==> src/rtl/adc_pkg.sv <==
// Shared definitions for the ADC responder: FSM state encoding, default
// frame geometry and the slot numbers (rising-edge index inside a frame,
// r1 = start bit) that the control logic keys on.
package adc_pkg;

  typedef enum logic [2:0] {
    ST_IDLE,
    ST_CMD,
    ST_WAIT,
    ST_SHIFT,
    ST_TAIL
  } state_t;

  localparam int SAMPLE_W    = 10;
  localparam int CMD_BITS    = 4;   // SGL/DIFF + three channel bits
  localparam int NULL_SLOTS  = 2;
  localparam int FRAME_SLOTS = 18;

  // Slot numbers for the default geometry.
  localparam logic [4:0] SLOT_R5  = 5'd5;   // last command bit
  localparam logic [4:0] SLOT_R7  = 5'd7;   // last null slot
  localparam logic [4:0] SLOT_R8  = 5'd8;   // sample MSB
  localparam logic [4:0] SLOT_R18 = 5'd18;  // end of frame

endpackage

==> src/rtl/adc_piso.sv <==
// Parallel-load, MSB-first shift register holding the sample being sent.
// Ports:
//   clk, rst   - clock, synchronous active-high reset (clears contents)
//   load       - capture din
//   shift      - move contents one place toward the MSB, zero into LSB
//   zero_fill  - clear contents (highest priority after rst)
//   din        - parallel sample
//   msb        - current MSB
module adc_piso #(
  parameter int DATA_W = 10
) (
  input  logic              clk,
  input  logic              rst,
  input  logic              load,
  input  logic              shift,
  input  logic              zero_fill,
  input  logic [DATA_W-1:0] din,
  output logic              msb
);

  logic [DATA_W-1:0] sreg_p0;

  always_ff @(posedge clk) begin
    if (rst || zero_fill) begin
      sreg_p0 <= '0;
    end else if (load) begin
      sreg_p0 <= din;
    end else if (shift) begin
      sreg_p0 <= {sreg_p0[DATA_W-2:0], 1'b0};
    end
  end

  assign msb = sreg_p0[DATA_W-1];

endmodule

==> src/rtl/adc_responder.sv <==
// Serial ADC responder. Accepts a start bit, SGL/DIFF and a 3-bit channel
// from the initiator, requests a sample from the local sample source, and
// returns it MSB first after NULL_SLOTS idle slots.
// Ports:
//   clk, rst       - clock, synchronous active-high reset
//   conv           - 0 = frame active, 1 = end/abort frame
//   ADC_in         - serial command from the initiator
//   ADC_out        - serial sample to the initiator, MSB first
//   sample_req     - one-cycle request for channel sample_ch
//   sample_ch      - channel decoded from the command
//   sample_ack     - sample_data valid this cycle
//   sample_data    - sample value
//   sgl_diff       - SGL/DIFF bit of the current or last frame
//   frame_done     - pulse when the full sample has been shifted out
//   underrun       - sticky: no sample arrived before the MSB slot
module adc_responder
  import adc_pkg::*;
#(
  parameter int SAMPLE_W   = adc_pkg::SAMPLE_W,
  parameter int NULL_SLOTS = adc_pkg::NULL_SLOTS
) (
  input  logic                clk,
  input  logic                rst,
  input  logic                conv,
  input  logic                ADC_in,
  output logic                ADC_out,
  output logic                sample_req,
  output logic [2:0]          sample_ch,
  input  logic                sample_ack,
  input  logic [SAMPLE_W-1:0] sample_data,
  output logic                sgl_diff,
  output logic                frame_done,
  output logic                underrun
);

  // Slot numbers derived from the frame geometry.
  localparam int LAST_CMD_I    = 1 + CMD_BITS;
  localparam int LAST_WAIT_I   = LAST_CMD_I + NULL_SLOTS;
  localparam int FIRST_SHIFT_I = LAST_WAIT_I + 1;
  localparam int END_I         = FIRST_SHIFT_I + SAMPLE_W;

  localparam logic [4:0] SLOT_SGL         = 5'd2;
  localparam logic [4:0] SLOT_LAST_CMD    = 5'(LAST_CMD_I);
  localparam logic [4:0] SLOT_LAST_WAIT   = 5'(LAST_WAIT_I);
  localparam logic [4:0] SLOT_FIRST_SHIFT = 5'(FIRST_SHIFT_I);
  localparam logic [4:0] SLOT_END         = 5'(END_I);

  state_t     state, state_n;
  logic [4:0] cnt, cnt_n;      // number of frame edges already taken
  logic [4:0] slot;            // number of the edge being taken now
  logic [1:0] ch_hi, ch_hi_n;  // channel bits [2:1] while the command arrives
  logic       captured, captured_n;
  logic       adc_n, req_n, done_n, sgl_n, und_n;
  logic [2:0] ch_n;
  logic       load, shift, zero_fill, piso_msb;

  assign slot = cnt + 5'd1;

  adc_piso #(.DATA_W(SAMPLE_W)) u_piso (
    .clk       (clk),
    .rst       (rst),
    .load      (load),
    .shift     (shift),
    .zero_fill (zero_fill),
    .din       (sample_data),
    .msb       (piso_msb)
  );

  always_comb begin
    state_n    = state;
    cnt_n      = cnt;
    ch_hi_n    = ch_hi;
    captured_n = captured;
    adc_n      = 1'b0;
    req_n      = 1'b0;
    done_n     = 1'b0;
    ch_n       = sample_ch;
    sgl_n      = sgl_diff;
    und_n      = underrun;
    load       = 1'b0;
    shift      = 1'b0;
    zero_fill  = 1'b0;

    unique case (state)
      ST_IDLE: begin
        if (!conv && ADC_in) begin
          // r1: start bit. A fresh frame starts from a zero sample so a
          // missing ack shifts out zeros.
          state_n    = ST_CMD;
          cnt_n      = 5'd1;
          und_n      = 1'b0;
          captured_n = 1'b0;
          zero_fill  = 1'b1;
        end
      end

      ST_CMD, ST_WAIT, ST_SHIFT: begin
        if (conv) begin
          // Abort: nothing further of this frame is emitted.
          state_n = ST_IDLE;
          cnt_n   = '0;
        end else begin
          cnt_n = slot;
          if (state == ST_CMD) begin
            if (slot == SLOT_SGL) begin
              sgl_n = ADC_in;
            end else begin
              ch_hi_n = {ch_hi[0], ADC_in};
            end
            if (slot == SLOT_LAST_CMD) begin
              ch_n    = {ch_hi, ADC_in};
              req_n   = 1'b1;
              state_n = ST_WAIT;
            end
          end else if (state == ST_WAIT) begin
            // Only the first ack of the frame is taken.
            if (sample_ack && !captured) begin
              load       = 1'b1;
              captured_n = 1'b1;
            end
            if (slot == SLOT_LAST_WAIT) begin
              state_n = ST_SHIFT;
            end
          end else begin
            if (slot == SLOT_END) begin
              state_n = ST_TAIL;
              done_n  = 1'b1;
            end else begin
              adc_n = piso_msb;
              shift = 1'b1;
              if (slot == SLOT_FIRST_SHIFT && !captured) begin
                und_n = 1'b1;
              end
            end
          end
        end
      end

      ST_TAIL: begin
        // Counter holds at the end slot until the initiator ends the frame.
        if (conv) begin
          state_n = ST_IDLE;
          cnt_n   = '0;
        end
      end

      default: begin
        state_n = ST_IDLE;
        cnt_n   = '0;
      end
    endcase
  end

  always_ff @(posedge clk) begin
    if (rst) begin
      state      <= ST_IDLE;
      cnt        <= '0;
      ch_hi      <= '0;
      captured   <= 1'b0;
      ADC_out    <= 1'b0;
      sample_req <= 1'b0;
      sample_ch  <= '0;
      sgl_diff   <= 1'b0;
      frame_done <= 1'b0;
      underrun   <= 1'b0;
    end else begin
      state      <= state_n;
      cnt        <= cnt_n;
      ch_hi      <= ch_hi_n;
      captured   <= captured_n;
      ADC_out    <= adc_n;
      sample_req <= req_n;
      sample_ch  <= ch_n;
      sgl_diff   <= sgl_n;
      frame_done <= done_n;
      underrun   <= und_n;
    end
  end

endmodule

==> config.mk <==
export PLATFORM = sky130hd
export DESIGN_NAME = adc_responder
export DESIGN_NICKNAME = d
export VERILOG_FILES = /design/src/rtl/adc_pkg.sv /design/src/rtl/adc_piso.sv /design/src/rtl/adc_responder.sv
export SDC_FILE = /design/constraint.sdc
export NUM_CORES = 1
export LEC_CHECK = 0
export CELL_PAD_IN_SITES_DETAIL_PLACEMENT = 1
export CELL_PAD_IN_SITES_GLOBAL_PLACEMENT = 1
export CORE_MARGIN = 1.5
export CORE_UTILIZATION = 43
export DETAILED_ROUTE_END_ITERATION = 10
export PLACE_DENSITY_LB_ADDON = 0.12
export SYNTH_ARGS = -nofsm -noshare
export SYNTH_HDL_FRONTEND = slang
export SYNTH_SLANG_ARGS = --single-unit
==> constraint.sdc <==
create_clock -name clk -period 2.8 [get_ports clk]
set_input_delay 0.56 -clock clk [delete_from_list [all_inputs] [get_ports clk]]
set_output_delay 0.56 -clock clk [all_outputs]
set_load 0.02 [all_outputs]
Word level (Yosys, flattened, before mapping)
Index checks and enable logic that the tools add are counted.
W data, S select, Z words.
- register bits after elaboration: 29
- output and inout port bits: 8
- logic and storage cells: 98
- $add $sub $neg: 1
- equal/unequal tests: 21
- muxes and demuxes: 41
- bitwise operators: 4
- reductions and logical operators: 20
- operator list (kind ; number):
    $mux W1 ; 24
    $mux W3 ; 8
    $mux W10 ; 2
    $ne A2 B2 Y1 const B ; 9
    $mux W5 ; 3
    $pmux W5 S3 ; 1
    $reduce_and A4 Y1 ; 3
    $eq A5 B3 Y1 const B ; 2
    $ne A5 B5 Y1 const B ; 2
    $pmux W3 S3 ; 1
    $reduce_and A7 Y1 ; 1
    $eq A3 B2 Y1 const B ; 2
    $reduce_and A6 Y1 ; 1
    $reduce_or A6 Y1 ; 1
    $add A5 B1 Y5 const B ; 1
    $eq A5 B2 Y1 const B ; 1
    $eq A5 B4 Y1 const B ; 1
    $eq A5 B5 Y1 const B ; 1
    $reduce_and A5 Y1 ; 1
    $reduce_or A5 Y1 ; 1
    $ne A4 B4 Y1 const B ; 1
    $not A1 Y1 ; 4
    $pmux W1 S2 ; 2
    $reduce_bool A2 Y1 ; 2
    9 further kinds ; 12

Logic depth before layout (Yosys ltp)
Gate-level depths: netlist of run 1.
- word-level depth: 9
- mapped depth: 7
- depth with buffers taken out: 6

Hierarchy
From an unflattened synthesis of run 1, not the netlist that was laid out.
- cells, all modules: 168
- area, all modules: 1621.6 um2
- modules (own cells, without submodules) (module ; times used ; cells an instance ; area an instance (um2) ; seq. area each (um2)):
    adc_responder ; 1 ; 124 ; 1128.6 ; 380.4
    adc_piso ; 1 ; 44 ; 493.0 ; 200.2

Worst setup path before layout of run 1
OpenSTA, ideal clock, no wires.
- path type: register to register
- from: register cnt[1]
- to: register state[2]
- setup time: 119 ps
- data arrival time: 1765 ps
- required time: 2681 ps
- setup slack: 916 ps
- stages on the path, launching flop included: 8
- path buffers: 1
- period minus slack after synthesis: 1884 ps
- cells stage by stage: dfxtp_1 > ha_1 > nand2_1 > o31ai_4 > a31oi_4 > buf_6 > nand4b_4 > mux2i_1
- cells in the longest elaborated chain, start to end: 4
- ends and longest elaborated chain (item ; RTL line ; source):
    start, declared ; adc_responder.sv:49 ; logic [4:0] cnt, cnt_n;
    start signal, assigned ; adc_responder.sv:168 ; cnt <= cnt_n;
    $add A5 B1 Y5 * ; adc_responder.sv:57 ; assign slot = cnt + 5'd1;
    $eq A5 B3 Y1 (tied with other cells) ; adc_responder.sv:121 ; if (slot == SLOT_LAST_WAIT) begin
    $ne A5 B5 Y1 (no line) or $ne A4 B4 Y1 (tied branches) ; n/a ;
    $reduce_and A5 Y1 (no line) * ; n/a ;
    end signal, assigned ; adc_responder.sv:167 ; state <= state_n;
    end, declared ; adc_responder.sv:48 ; state_t state, state_n;
Mark *: on every way between the ends. The rest lies on a longest branch, timed or not.
A chain may end at the register's enable or synchronous reset.

Worst setup path in the final report of run 1
- from: register cnt[0]
- to: register u_piso.sreg_p0[8]
- cells in the longest elaborated chain, start to end: 8
- ends and longest elaborated chain (item ; RTL line ; source):
    $add A5 B1 Y5 ; adc_responder.sv:57 ;
    $eq A5 B5 Y1 ; adc_responder.sv:125 ; if (slot == SLOT_END) begin
    $mux W1 ; adc_responder.sv:125 ;
    $mux W1 ; adc_responder.sv:115 ; end else if (state == ST_WAIT) begin
    $mux W1 ; adc_responder.sv:104 ; if (state == ST_CMD) begin
    $mux W1 ; adc_responder.sv:98 ; if (conv) begin
    $mux W1 ; adc_responder.sv:84 ; unique case (state)
    $reduce_bool A2 Y1 (no line) ; n/a ;
    end signal, assigned ; adc_piso.sv:27 ; sreg_p0 <= din;
    end signal, assigned ; adc_piso.sv:29 ; sreg_p0 <= {sreg_p0[DATA_W-2:0], 1'b0};
    end, declared ; adc_piso.sv:21 ; logic [DATA_W-1:0] sreg_p0;
Every way passes these cells.

==> results of run 1 <==
sequential cells by signal, indices dropped and copies added, names as in the netlist:
name and count:
u_piso.sreg_p0 10, cnt 5, sample_ch 3, state 3, ch_hi 2, ADC_out 1, captured 1, frame_done 1
sample_req 1, sgl_diff 1, underrun 1
tightest hold or removal path, delay by kind of cell, from the launching register on:
family	cells	cell delay, ns
flops	1	0.34
compound gates	1	0.04
simple gates	1	0.07
final cells by class:
type                            count  area (um^2)  area share
Tap cell                           46         57.6      0.0310
Sequential cell                    29          581       0.312
Timing Repair Buffer               25          243       0.131
Clock inverter                      3         17.5     0.00943
Clock buffer                        5         37.5      0.0202
Multi-Input combinational cell    128          907       0.488
Inverter                            4         15.0     0.00808
worst min-delay path by stage:
stage,slack (ns),endpoint,start,cells after the start
detailed placement,0.46,captured,captured,2
finish,0.48,captured,captured,2
global placement,0.45,captured,captured,2
floorplan,0.44,captured,captured,2
CTS,0.49,underrun,underrun,2
global route,0.51,sample_ch[2],ch_hi[1],2
power by group:
group,total (mW),internal (mW),switching (mW)
combinational,0.0830,0.0387,0.0443
clock,0.258,0.0945,0.164
sequential,0.425,0.416,0.00833
placed cells by master (no fill, tap or decap), types with 2 or more instances in the layout:
cell,n
a31oi_1,2
nand4_1,2
clkdlybuf4s50_1,22
nor2_1,23
a211oi_1,11
o21ai_1,6
nand2_1,9
nor4b_2,2
nor2b_1,3
dfxtp_1,29
nand3b_1,3
a22oi_1,3
mux2i_1,14
inv_1,4
clkinv_2,2
nand3_1,7
buf_4,3
ha_1,5
a21oi_1,11
clkbuf_4,5
nand3_2,2
synth_stat cells, types with 2 or more instances:
master    count
a22oi_1       3
o21ai_1       6
nand4_1       2
nand3_2       2
nor2_1       23
nor4b_2       2
inv_1         4
a21oi_1      11
nand3_1       7
a31oi_1       2
ha_1          5
nand2_1       9
mux2i_1      14
dfxtp_1      29
buf_2         3
nor2b_1       3
nand3b_1      3
a211oi_1     11
clkbuf_1      4
layer usage:
layer	track usage	routed length [um]	vias to the layer above
met1	0.213	1630	668
met2	0.400	2080	23
met3	0.0523	127	7
met4	0.103	61	0
li1	-	-	668
met5	0	0	-
cell families after synthesis:
| family | Yosys count | share of synthesized area |
|---|---|---|
| fa+ha+maj | 5 | 0.0405 |
| xor+xnor | 2 | 0.0162 |
| compound gates | 45 | 0.212 |
| mux | 14 | 0.0908 |
| simple gates | 62 | 0.228 |
| buf+inv | 12 | 0.0365 |
| flops | 29 | 0.376 |
stage by stage:
step	instances	area, um^2	total power [mW]	worst slack (ns)	utilization
floorplan	169	1540	0.476	0.916	-
global placement	232	1800	0.512	0.347	0.532
detailed placement	232	1800	0.516	0.213	0.532
CTS	240	1860	0.771	0.446	0.548
global route	240	1860	0.800	0.277	0.548
finish	240	1860	0.766	0.456	0.548
==> results.toml, run 1 <==
[status]
outcome = "completed"

[clocking]
post_cts_resized = 0
post_cts_buffers = 0
cts_htree_levels = 2
cts_tree = "built"
clock_sinks = 29
cts_buffer_depth = 2
cts_made_buffers = 5
clkTransAtPathRegs_ns = 0.10
clockRootBuffer = "clkbuf_4"
insertion_delay_ns = 0.34
hold_buffers = 0

[worst_setup_path]
max_stage_delay_ns = 0.54
crit_cells = 6
crit_required_ns = 3.05
critPathLaunch = "cnt[0]"
critPathSlowestCell = "dfxtp_1"
cp-end-kind = "flip-flop"
path_class = "reg -> reg"
worst-path-buf-inv = 0
reg2reg_from = "cnt[0]"
path_cells = "ha_1, nand3_1, xnor2_2, a31oi_4, mux2i_1, a211oi_1"
worstReg2RegEnd = "u_piso.sreg_p0[8]"
arrival_ns = 2.59
start_kind = "flip-flop"
cp-endpoint = "u_piso.sreg_p0[8]"
cp_max_fo = 13
cp_top_family = "compound AO/OA/AOI/OAI gates"
reg2regPathDepth = 6
r2r_setup_slack_ns = 0.46

[yosys]
synth_area_um2 = 1540
ys.flop_type = "dfxtp_1"
ys_warn_count = 0
syn-mean-instance-area_um2 = 9.14
ys_async_sr_fraction = 0
synth_top_area_frac = 0.376
synth-seq-cells = 29
syn_nets = 189
yosysSeqAreaShare = 0.376
synth_cells = 169
synth_area_leaders = "dfxtp_1 38%, mux2i_1 9.1%, nor2_1 5.6%, a211oi_1 5.3%, ha_1 4.1%"
yosysTopAreaCell = "dfxtp_1"
netlist-cell-type-count = 45
synth-edff-count = 0

[drt]
drt_iter0_markers = 81
wl_per_cell_um = 16.3
vias = 1366
first_pass_iters = 4
vias_per_cell = 5.69
ant_nets = 0
drc = 0
finalWirelength_um = 3900

[finish]
fill_cells = 400
drive_gt1_frac = 0.113
area.growth.synth_to_final_pct = 20.3
num_antenna_cells = 0
layout.nets = 213

[global_route]
grt_usage = 0.212
grt_max_degree = 20
grt_pass1_wl_um = 6470
grt_pass1_vias = 1420
grt_remaining_overflow = 0
antenna_found_initial = 0

[floorplan]
io-pin-count = 23
rows = 21
die_area_um2 = 3960
dieWidth_um = 62.9
start_util = 0.456
die_y_um = 62.9
core_um2 = 3390

[timing]
timing.hold.ws_ns = 0.476
fin_skew_ns = 0.00977
fmax_mhz = 427
period_share = 0.837
max_slew.worst_pin.slew_ns = 0.607
final_hold_viol_count = 0
setup_violations = 0
maxSlewViolCount = 0
rsz0062_at_grt = "no"
fin_setup_tns_ns = 0
fin_crit_ns = 2.34
slew_headroom = 0.592

[power_and_ir_drop]
p_per_area_nw_per_um2 = 412
peakVddDrop_mv = 0.258
p_leak_nw = 0.638

[min_path]
hold_path_class = "reg -> reg"

[place]
gp_congestion = 0.882
place_hpwl_um = 2990
port_buffers = 22

[run]
maxCapViolations = 0
Power figures use the tool's default switching activity.
==> run 2, diff against run 1 <==
- CORE_UTILIZATION: 43 -> 36
- clock period: 2.8 -> 2.1 ns (I/O delays scaled with it)
==> results.toml, run 2 (synthesis results as in run 1) <==
[status]
outcome = "completed"

[floorplan]
die_y_um = 68.5
core_um2 = 4060
die_area_um2 = 4690
rows = 23
dieWidth_um = 68.5
start_util = 0.381
io-pin-count = 23

[clocking]
hold_buffers = 0
insertion_delay_ns = 0.28
cts_htree_levels = 2
clock_sinks = 29
cts_buffer_depth = 2
cts_made_buffers = 5
cts_tree = "built"
clkTransAtPathRegs_ns = 0.07
clockRootBuffer = "clkbuf_8"

[drt]
finalWirelength_um = 4000
vias_per_cell = 5.45
first_pass_iters = 4
vias = 1390
drt_iter0_markers = 85
wl_per_cell_um = 15.7
met2_length_um = 2040
ant_nets = 0
drt-met1-wl_um = 1750
wl_met3_um = 145
top_layer = "met4"
drc = 0

[power_and_ir_drop]
p_per_area_nw_per_um2 = 576
comb_power_share = 0.115
swShare = 0.261
peakVddDrop_mv = 0.306
switchingPower_mw = 0.300
pwr-share-clk = 0.395
p_int_mw = 0.848
pwr-share-seq = 0.490
p_leak_nw = 0.704

[finish]
multi_input_area_um2 = 910
instances_no_fill = 255
largest_register_ffs = 10
drive_gt1_frac = 0.166
reg_top3 = "u_piso.sreg_p0: 10 flops, cnt: 5 flops"
num_antenna_cells = 0
layout.nets = 224
final_cell_area_um2 = 1990
top_register = "u_piso.sreg_p0"
fill_cells = 471
register_area_um2 = 581
final_cell_mix = "29 x dfxtp_1, 23 x nor2_1, 22 x clkdlybuf4s50_1"
final_common_cell = "dfxtp_1"
utilization = 0.491
area.growth.synth_to_final_pct = 29.0

[worst_setup_path]
reg2reg_from = "cnt[1]"
r2r_setup_slack_ns = 0.17
path_cells = "ha_2, nand3_1, xnor2_2, a31oi_4, buf_12, mux2i_1, a211oi_1"
max_stage_delay_ns = 0.35
worstReg2RegEnd = "u_piso.sreg_p0[7]"
cp_max_fo = 12
reg2regPathDepth = 7
cp-end-kind = "flip-flop"
arrival_ns = 2.12
start_kind = "flip-flop"
crit_required_ns = 2.29
critPathSlowestCell = "xnor2_2"
path_class = "reg -> reg"

[timing]
slew_headroom = 0.683
max_slew.worst_pin.slew_ns = 0.475
maxSlewViolCount = 0
fin_crit_ns = 1.93
final_hold_viol_count = 0
fmax_mhz = 518
setup_violations = 0
timing.hold.ws_ns = 0.483
fin_skew_ns = 0.00461
fin_setup_tns_ns = 0
period_share = 0.920

[place]
gp_congestion = 0.858
port_buffers = 22
place_hpwl_um = 3070
dp_cells = 246
placedInstanceArea_um2 = 1900

[global_route]
grt_remaining_overflow = 0
grt_max_degree = 20
grt_usage = 0.198
grt_pass1_vias = 1378
antenna_found_initial = 0
grt_pass1_wl_um = 6750

[min_path]
min_to = "underrun"
holdPathStages = 2
hold_path_class = "reg -> reg"
worstHoldStart = "underrun"

[run]
maxCapViolations = 0
==> run 2: worst max path at each step <==
stage	from	endpoint	slack, ns	depth (start not counted)
CTS	cnt[1]	u_piso.sreg_p0[7]	0.1	7
global placement	conv	ch_hi[0]	0.03	7
floorplan	cnt[1]	state[2]	0.22	7
finish	cnt[1]	u_piso.sreg_p0[7]	0.17	7
global route	cnt[0]	u_piso.sreg_p0[9]	-0.002	7
detailed placement	conv	ch_hi[1]	-0.09	7
==> run 2: layer usage <==
layer  track usage  vias to the layer above
met5             0                        -
met4        0.0650                        0
met3        0.0503                        8
met2         0.349                       23
met1         0.234                      667
li1              -                      692
==> run 2: layout make-up <==
cell class	instances	area share
inverter	4	0.00754
sequential	29	0.291
clock buffer	5	0.0345
timing repair buffer	36	0.170
clock inverter	3	0.00879
multi-input combinational	128	0.457
tap	50	0.0314
==> run 2: per-stage QoR <==
stage,power [mW],worst slack (ns)
2_1_floorplan,0.634,0.216
3_3_place_gp,0.702,0.0311
3_5_place_dp,0.705,-0.0923
4_1_cts,1.16,0.0985
5_1_grt,1.20,-0.00218
6_report,1.15,0.169
==> run 2: repair_timing <==
item	in CTS	in global routing
buffers inserted	0	1
resized for setup	0	1
setup endpoints to repair	0	8
==> run 2: power groups by stage <==
stage               clock network, mW  logic (mW)  registers [mW]
global placement                    0       0.128           0.574
detailed placement                  0       0.131           0.575
finish                          0.453       0.132           0.562
floorplan                           0      0.0583           0.576
CTS                             0.471       0.132           0.562
global route                    0.493       0.145           0.563
==> run 2: critical path, delay by kind of cell, from the launching register on <==
family | cells | cell delay, ns
muxes | 1 | 0.11
xor gates and xnor gates | 1 | 0.35
adders and majority gates | 1 | 0.25
DFF | 1 | 0.34
AOI/OAI and AO/OA | 2 | 0.42
buffers and inverters | 1 | 0.17
and+or+nand+nor | 1 | 0.19
